### src/rtl/outbound_fifo_reader_if.sv
// Byte stream from the outbound FIFO reader to the port transmitter.
// The master drives payload, end-of-frame and valid; the slave returns ready.
interface outbound_fifo_reader_if #(
    parameter int unsigned DATA_WIDTH = 9
);
    logic [DATA_WIDTH-2:0] m_data;
    logic                  m_last;
    logic                  m_valid;
    logic                  m_ready;

    modport master (output m_data, output m_last, output m_valid, input m_ready);
    modport slave  (input m_data, input m_last, input m_valid, output m_ready);
endinterface

### src/rtl/outbound_fifo_reader.sv
// Read side of the outbound frame FIFO: issues LSRAM reads and absorbs the read
// latency in a 3-entry buffer feeding a valid/ready byte stream.
module outbound_fifo_reader #(
    parameter int unsigned ADDR_WIDTH = 13,
    parameter int unsigned DATA_WIDTH = 9
) (
    input  logic                  clock,
    input  logic                  reset_n,
    input  logic [ADDR_WIDTH:0]   write_pointer,
    output logic [ADDR_WIDTH:0]   read_pointer,
    output logic [ADDR_WIDTH:0]   occupancy,
    output logic [ADDR_WIDTH-1:0] ram_read_address,
    output logic                  ram_read_enable,
    input  logic [DATA_WIDTH-1:0] ram_read_data,
    input  logic                  flush,
    outbound_fifo_reader_if.master stream
);
    localparam int unsigned PTR_WIDTH = ADDR_WIDTH + 1;
    localparam int unsigned BUF_DEPTH = 3;

    logic [PTR_WIDTH-1:0]  issue_ptr;
    logic [PTR_WIDTH-1:0]  rd_ptr;
    logic                  in_flight;
    logic [1:0]            count;
    logic [DATA_WIDTH-1:0] entry [BUF_DEPTH];

    logic [1:0]            count_n;
    logic [DATA_WIDTH-1:0] entry_n [BUF_DEPTH];
    logic                  issue;
    logic                  pop;

    // Never let buffered plus in-flight words exceed the buffer, so a capture always has a slot.
    assign issue = (issue_ptr != write_pointer)
                && ((3'({1'b0, count}) + 3'({2'b00, in_flight})) < 3'(BUF_DEPTH))
                && !flush;
    assign pop   = (count != 2'd0) && stream.m_ready && !flush;

    assign ram_read_enable  = issue;
    assign ram_read_address = issue_ptr[ADDR_WIDTH-1:0];
    assign read_pointer     = rd_ptr;
    assign occupancy        = write_pointer - rd_ptr;

    // Head is always entry 0, so the stream outputs come straight from a register.
    assign stream.m_valid = (count != 2'd0);
    assign stream.m_data  = entry[0][DATA_WIDTH-2:0];
    assign stream.m_last  = entry[0][DATA_WIDTH-1];

    // Shift-on-pop buffer; a capture lands at the first free slot after any pop.
    always_comb begin
        count_n = count;
        for (int i = 0; i < int'(BUF_DEPTH); i++) begin
            entry_n[i] = entry[i];
        end
        if (pop) begin
            entry_n[0] = entry[1];
            entry_n[1] = entry[2];
            count_n    = count - 2'd1;
        end
        if (in_flight) begin
            entry_n[count_n] = ram_read_data;
            count_n          = count_n + 2'd1;
        end
        if (flush) begin
            count_n = 2'd0;
        end
    end

    always_ff @(posedge clock or negedge reset_n) begin
        if (!reset_n) begin
            issue_ptr <= '0;
            rd_ptr    <= '0;
            in_flight <= 1'b0;
            count     <= 2'd0;
            for (int i = 0; i < int'(BUF_DEPTH); i++) begin
                entry[i] <= '0;
            end
        end else begin
            count <= count_n;
            for (int i = 0; i < int'(BUF_DEPTH); i++) begin
                entry[i] <= entry_n[i];
            end
            if (flush) begin
                issue_ptr <= write_pointer;
                rd_ptr    <= write_pointer;
                in_flight <= 1'b0;
            end else begin
                in_flight <= issue;
                if (issue) begin
                    issue_ptr <= issue_ptr + PTR_WIDTH'(1);
                end
                if (pop) begin
                    rd_ptr <= rd_ptr + PTR_WIDTH'(1);
                end
            end
        end
    end
endmodule

### src/flat_wrapper.sv
// flat-port wrapper written by rule: the top's interface ports become plain ports
module outbound_fifo_reader_flat 
#(
    parameter int unsigned ADDR_WIDTH = 13,
    parameter int unsigned DATA_WIDTH = 9
)
  (clock, reset_n, write_pointer, read_pointer, occupancy, ram_read_address, ram_read_enable, ram_read_data, flush, stream_m_data, stream_m_last, stream_m_valid, stream_m_ready);
  outbound_fifo_reader_if #(.DATA_WIDTH(DATA_WIDTH)) stream_i ();
  input  logic clock;
  input  logic reset_n;
  input  logic [ADDR_WIDTH:0] write_pointer;
  output logic [ADDR_WIDTH:0] read_pointer;
  output logic [ADDR_WIDTH:0] occupancy;
  output logic [ADDR_WIDTH-1:0] ram_read_address;
  output logic ram_read_enable;
  input  logic [DATA_WIDTH-1:0] ram_read_data;
  input  logic flush;
  output wire logic [$bits(stream_i.m_data)-1:0] stream_m_data;
  output wire logic [$bits(stream_i.m_last)-1:0] stream_m_last;
  output wire logic [$bits(stream_i.m_valid)-1:0] stream_m_valid;
  input wire logic [$bits(stream_i.m_ready)-1:0] stream_m_ready;
  assign stream_m_data = stream_i.m_data;
  assign stream_m_last = stream_i.m_last;
  assign stream_m_valid = stream_i.m_valid;
  assign stream_i.m_ready = stream_m_ready;
  outbound_fifo_reader #(.ADDR_WIDTH(ADDR_WIDTH), .DATA_WIDTH(DATA_WIDTH)) u_core (.clock(clock), .reset_n(reset_n), .write_pointer(write_pointer), .read_pointer(read_pointer), .occupancy(occupancy), .ram_read_address(ram_read_address), .ram_read_enable(ram_read_enable), .ram_read_data(ram_read_data), .flush(flush), .stream(stream_i));
endmodule
### config.mk
export PLATFORM = sky130hd
export DESIGN_NAME = outbound_fifo_reader_flat
export DESIGN_NICKNAME = d
export VERILOG_FILES = /design/src/rtl/outbound_fifo_reader_if.sv /design/src/rtl/outbound_fifo_reader.sv /design/src/flat_wrapper.sv
export SDC_FILE = /design/constraint.sdc
export NUM_CORES = 1
export LEC_CHECK = 0
export CORE_MARGIN = 5
export CORE_UTILIZATION = 45
export DETAILED_ROUTE_END_ITERATION = 8
export PLACE_DENSITY = 0.7
export SLEW_MARGIN = 15
export SYNTH_ARGS = -nofsm -noshare
export SYNTH_HDL_FRONTEND = slang
export SYNTH_SLANG_ARGS = --single-unit
### constraint.sdc
create_clock -name clock -period 4.76 [get_ports clock]
set_input_delay 0.952 -clock clock [delete_from_list [all_inputs] [get_ports clock]]
set_output_delay 0.952 -clock clock [all_outputs]
set_load 0.02 [all_outputs]
After elaboration in Yosys (flattened, before gate mapping)
Index checks and enable logic that the tools add are counted.
Operators by class
  bitwise logic cells: 1
  muxes and demuxes: 13
  equal/unequal tests: 1
  $add $sub $neg: 6
  reduce and logical (&&, ||, !) cells: 9
  order comparisons: 3
Operator list (number)
  14-bit two-way mux: 4
  14-bit by 1-bit adder with 14-bit output (second input constant): 2
  27-bit bitwise mux: 1
  27-bit two-way mux: 1
  9-bit demux with 2-bit select: 1
  18-bit two-way mux: 1
  14-bit != test: 1
  14-bit subtractor: 1
  9-bit two-way mux: 1
  2-bit two-way mux: 3
  2-bit nonzero test: 3
  1-bit logical AND: 5
  2-bit by 1-bit adder with 3-bit output: 1
  3-bit greater-or-equal comparator (second input constant): 1
  3-bit by 1-bit less-than comparator with 1-bit output (second input constant): 1
  3-bit by 2-bit less-than comparator with 1-bit output (second input constant): 1
  2-bit NOT with 3-bit output: 1
  2-bit by 1-bit adder with 2-bit output (second input constant): 1
  2-bit by 1-bit subtractor with 2-bit output (second input constant): 1
  1-bit zero test: 1
  1-bit two-way mux: 1
Word-level totals
  output and inout port bits: 52
  logic and storage cells: 40
  input port bits: 27
  flip-flop bits (word level): 58

Depth between registers and ports, before layout
  depth after elaboration: 11
  mapped depth: 14

Worst setup path before layout
No wires, ideal clock.
  path kind: input -> output
  start point: in write_pointer[0]
  end point: out occupancy[12]
  data arrival time: 2668 ps
  slack: 1140 ps
  stages on the path: 9
  data required time: 3808 ps
  cells stage by stage: inv_1 > ha_1 > fa_1 > nor2b_1 > o21ai_1 > a21o_1 > a31oi_1 > nor2_1 > a211o_1
Between the ends
  longest elaborated chain between the ends: 1
Ends and longest elaborated chain
  from (decl): RTL line flat_wrapper.sv:11  | input logic [ADDR_WIDTH:0] write_pointer;
  14-bit subtractor: RTL line outbound_fifo_reader.sv:41  | assign occupancy = write_pointer - rd_ptr;
  to (decl): RTL line flat_wrapper.sv:13  | output logic [ADDR_WIDTH:0] occupancy;
No other way between the ends.

Worst setup path after layout
  start point: in write_pointer[4]
  end point: out occupancy[13]
The elaborated chain is that of the path after synthesis.

==> impl_metrics.yaml <==
synth:
  yosys-top-cells-area: "dfrtp_1, mux2_2, ha_1, mux2i_1, xnor2_1"
  syn-cell-area_um2: 3980
  seq_area_frac_synth_pct: 36.5
  yosys_warnings: 0
  synth_top_area_share_pct: 36.5
  ys_ff_latch: 58
  synthesis.nets: 466
  synth_cell_type_count: 50
  yosys.area.top_type: "dfrtp_1"
  synth_common_cells: "dfrtp_1, nand2_1, xnor2_1"
  synth-async-reset-ratio_pct: 100
  synthCells: 417
  synth.most_common_cell: "dfrtp_1"
  synth_edf_count: 0
  yosys_most_used_dff: "dfrtp_1"
  postSynthAreaPerCell_um2: 9.54
final_layout:
  drive_above_1_share_pct: 12.9
  nets: 533
  multiInputGateArea_um2: 2240
  fin_util_pct: 57.5
  fill_cells: 782
  syn_to_final_growth_pct: 25.5
  diodes: 0
  layout.area.seq_um2: 1450
  fin_cells: 597
floorplan:
  dieArea_um2: 10800
  pin_count: 79
  start_util_pct: 45.9
  die_y_um: 104
  rows: 34
  coreArea_um2: 8680
  die_w_um: 104
critical_path:
  crit_path_max_fanout: 4
  worstSetupStartpointType: "input port"
  crit_chain: "clkdlybuf4s50_1 -> ha_1 -> or3_1 -> o2111ai_1 -> a21oi_1 -> or4_1 -> nand3_1 -> clkdlybuf4s50_1"
  arrival_ps: 3640
  cpPeakStageDelay_ps: 600
  crit_slowest_cell: "clkdlybuf4s50_1"
  path_buf_inv: 2
  path_class: "input port to output pin"
  path_delay_family: "buffers and inverters"
  crit_top_cell: "clkdlybuf4s50_1"
  critPathRequiredTime_ps: 3810
  end_kind: "output pin"
timing:
  finClkSkew_ps: 9.52
  worstMarginPinSlew_ps: 744
  setup_tns_ps: 0
  finalHoldViolCount: 0
  drv_slew: 0
  min_period_ps: 4590
  setup_viol_count_final: 0
  fmax_ghz: 0.218
  grt_setup_unrepaired: "no"
  slew_headroom_pct: 50.4
  fin_crit_sh_pct: 96.5
clock_tree:
  clockBufferDepth: 2
  cts_tree: "done"
  htreeDepth: 3
  clkLatencyLatePin_ps: 330
  numCtsBuffers: 9
  cts_sinks: 58
  post-cts-setup-buffers: 0
  clkTransAtPathRegs_ps: 70
  clock-root-buffer: "clkbuf_8"
worst_hold_path:
  hold_path.class: "flop to flop"
global_route:
  grt_first_pass_wirelength_mm: 15.2
  grt_max_degree: 59
  overflow: 0
  grt_pass1_vias: 3231
  grt_util_all_layers_pct: 16.8
  antenna_found_initial: 0
route:
  drc: 0
  antenna_left: 0
  dr.pass1.iters: 4
  num_vias: 3161
  drt_iter0_drc: 110
  avgRoutedWirePerCell_um: 15.4
  vias_per_cell: 5.29
  wl_mm: 9.17
run_status:
  status: "complete, no violations"
pwr:
  ir_drop_v: 0.000227
  power.density_nw_per_um2: 519
  p_leak_nw: 2.11
placed_design:
  hpwl_mm: 6.93
  place_congestion: 0.881
  dp.cells: 581
  io_buffers: 78
flow_run:
  cap_violations: 0
==> cell type report <==
class                   count  area share (%)
clock buffers              11            2.83
inverters                  25            1.88
flip-flops and latches     58            29.1
well taps                 108            2.71
multi-input cells         302            44.8
repair buffers             88            17.1
clock inverters             5            1.55
==> report_power, final <==
group | total, mW | internal, mW | switching (mW) | leakage (nW)
combinational | 1.26 | 0.608 | 0.654 | 1.31
sequential | 0.828 | 0.668 | 0.160 | 0.691
clock | 0.504 | 0.307 | 0.196 | 0.109
==> stage by stage <==
| stage | cell area [um2] | hold slack (ps) | total power, mW | setup WS (ps) |
|---|---|---|---|---|
| 5_1_grt | 4990 | 523 | 2.78 | 14.3 |
| 3_5_place_dp | 4760 | 495 | 2.10 | 61.7 |
| 4_1_cts | 4980 | 509 | 2.62 | 53.1 |
| 3_3_place_gp | 4760 | 486 | 2.07 | 95.3 |
| 6_report | 4990 | 509 | 2.59 | 166 |
| 2_1_floorplan | 3980 | 479 | 1.70 | 1140 |
==> metal layers <==
metal / vias up / GRT usage (%) / share of wire (%)
li1: 1574 / - / -
met1: 1482 / 21.5 / 47
met2: 85 / 27.1 / 46
met3: 20 / 3.35 / 4.5
met4: 0 / 7.96 / 2.2
met5: - / 0 / 0
==> final timing paths <==
path                       slack (ps)             start                       to  cells past startpoint
setup / recovery                  170  write_pointer[4]            occupancy[13]                      8
hold / removal                    510              flop                     flop                      1
setup reg to reg                 1870   u_core.count[0]                     flop                     10
hold reg to reg                   510              flop                     flop                      1
max in group asynchronous        3500           reset_n         u_core.entry[13]                      2
min in group asynchronous         770           reset_n  u_core.stream.m_data[0]                      2
==> kinds of logic (layout without fill, tap and decap cells) <==
logic type	count (synthesis)	in the layout	share of synthesized area (%)
AND/OR/NAND/NOR	128	128	17.4
adder cells (fa/ha/maj)	22	22	7.10
XOR/XNOR	45	45	9.90
buffers and inverters	57	129	7.51
AO/OA/AOI/OAI	61	61	9.27
multiplexers	46	46	12.3
flip-flops	58	58	36.5
==> placed cells by master, fill, tap and decap left out, drive strengths merged, types with 5 or more instances in the layout <==
cell and instances:
a21oi 16, and2 5, and3 6, buf 11, clkbuf 11, clkdlybuf4s50 75, dfrtp 58, ha 21
inv 24, mux2 24, mux2i 22, nand2 34, nand2b 6, nand3 13, nand4 12, nor2 24
nor2b 5, nor4 6, o21ai 25, xnor2 25, xor2 20
==> timing repair <==
action / in CTS / in global routing
hold buffers: 0 / 0
setup endpoints to repair: 0 / 3
resized for setup: 0 / 3
No activity file was read; power rests on OpenSTA's default activity.
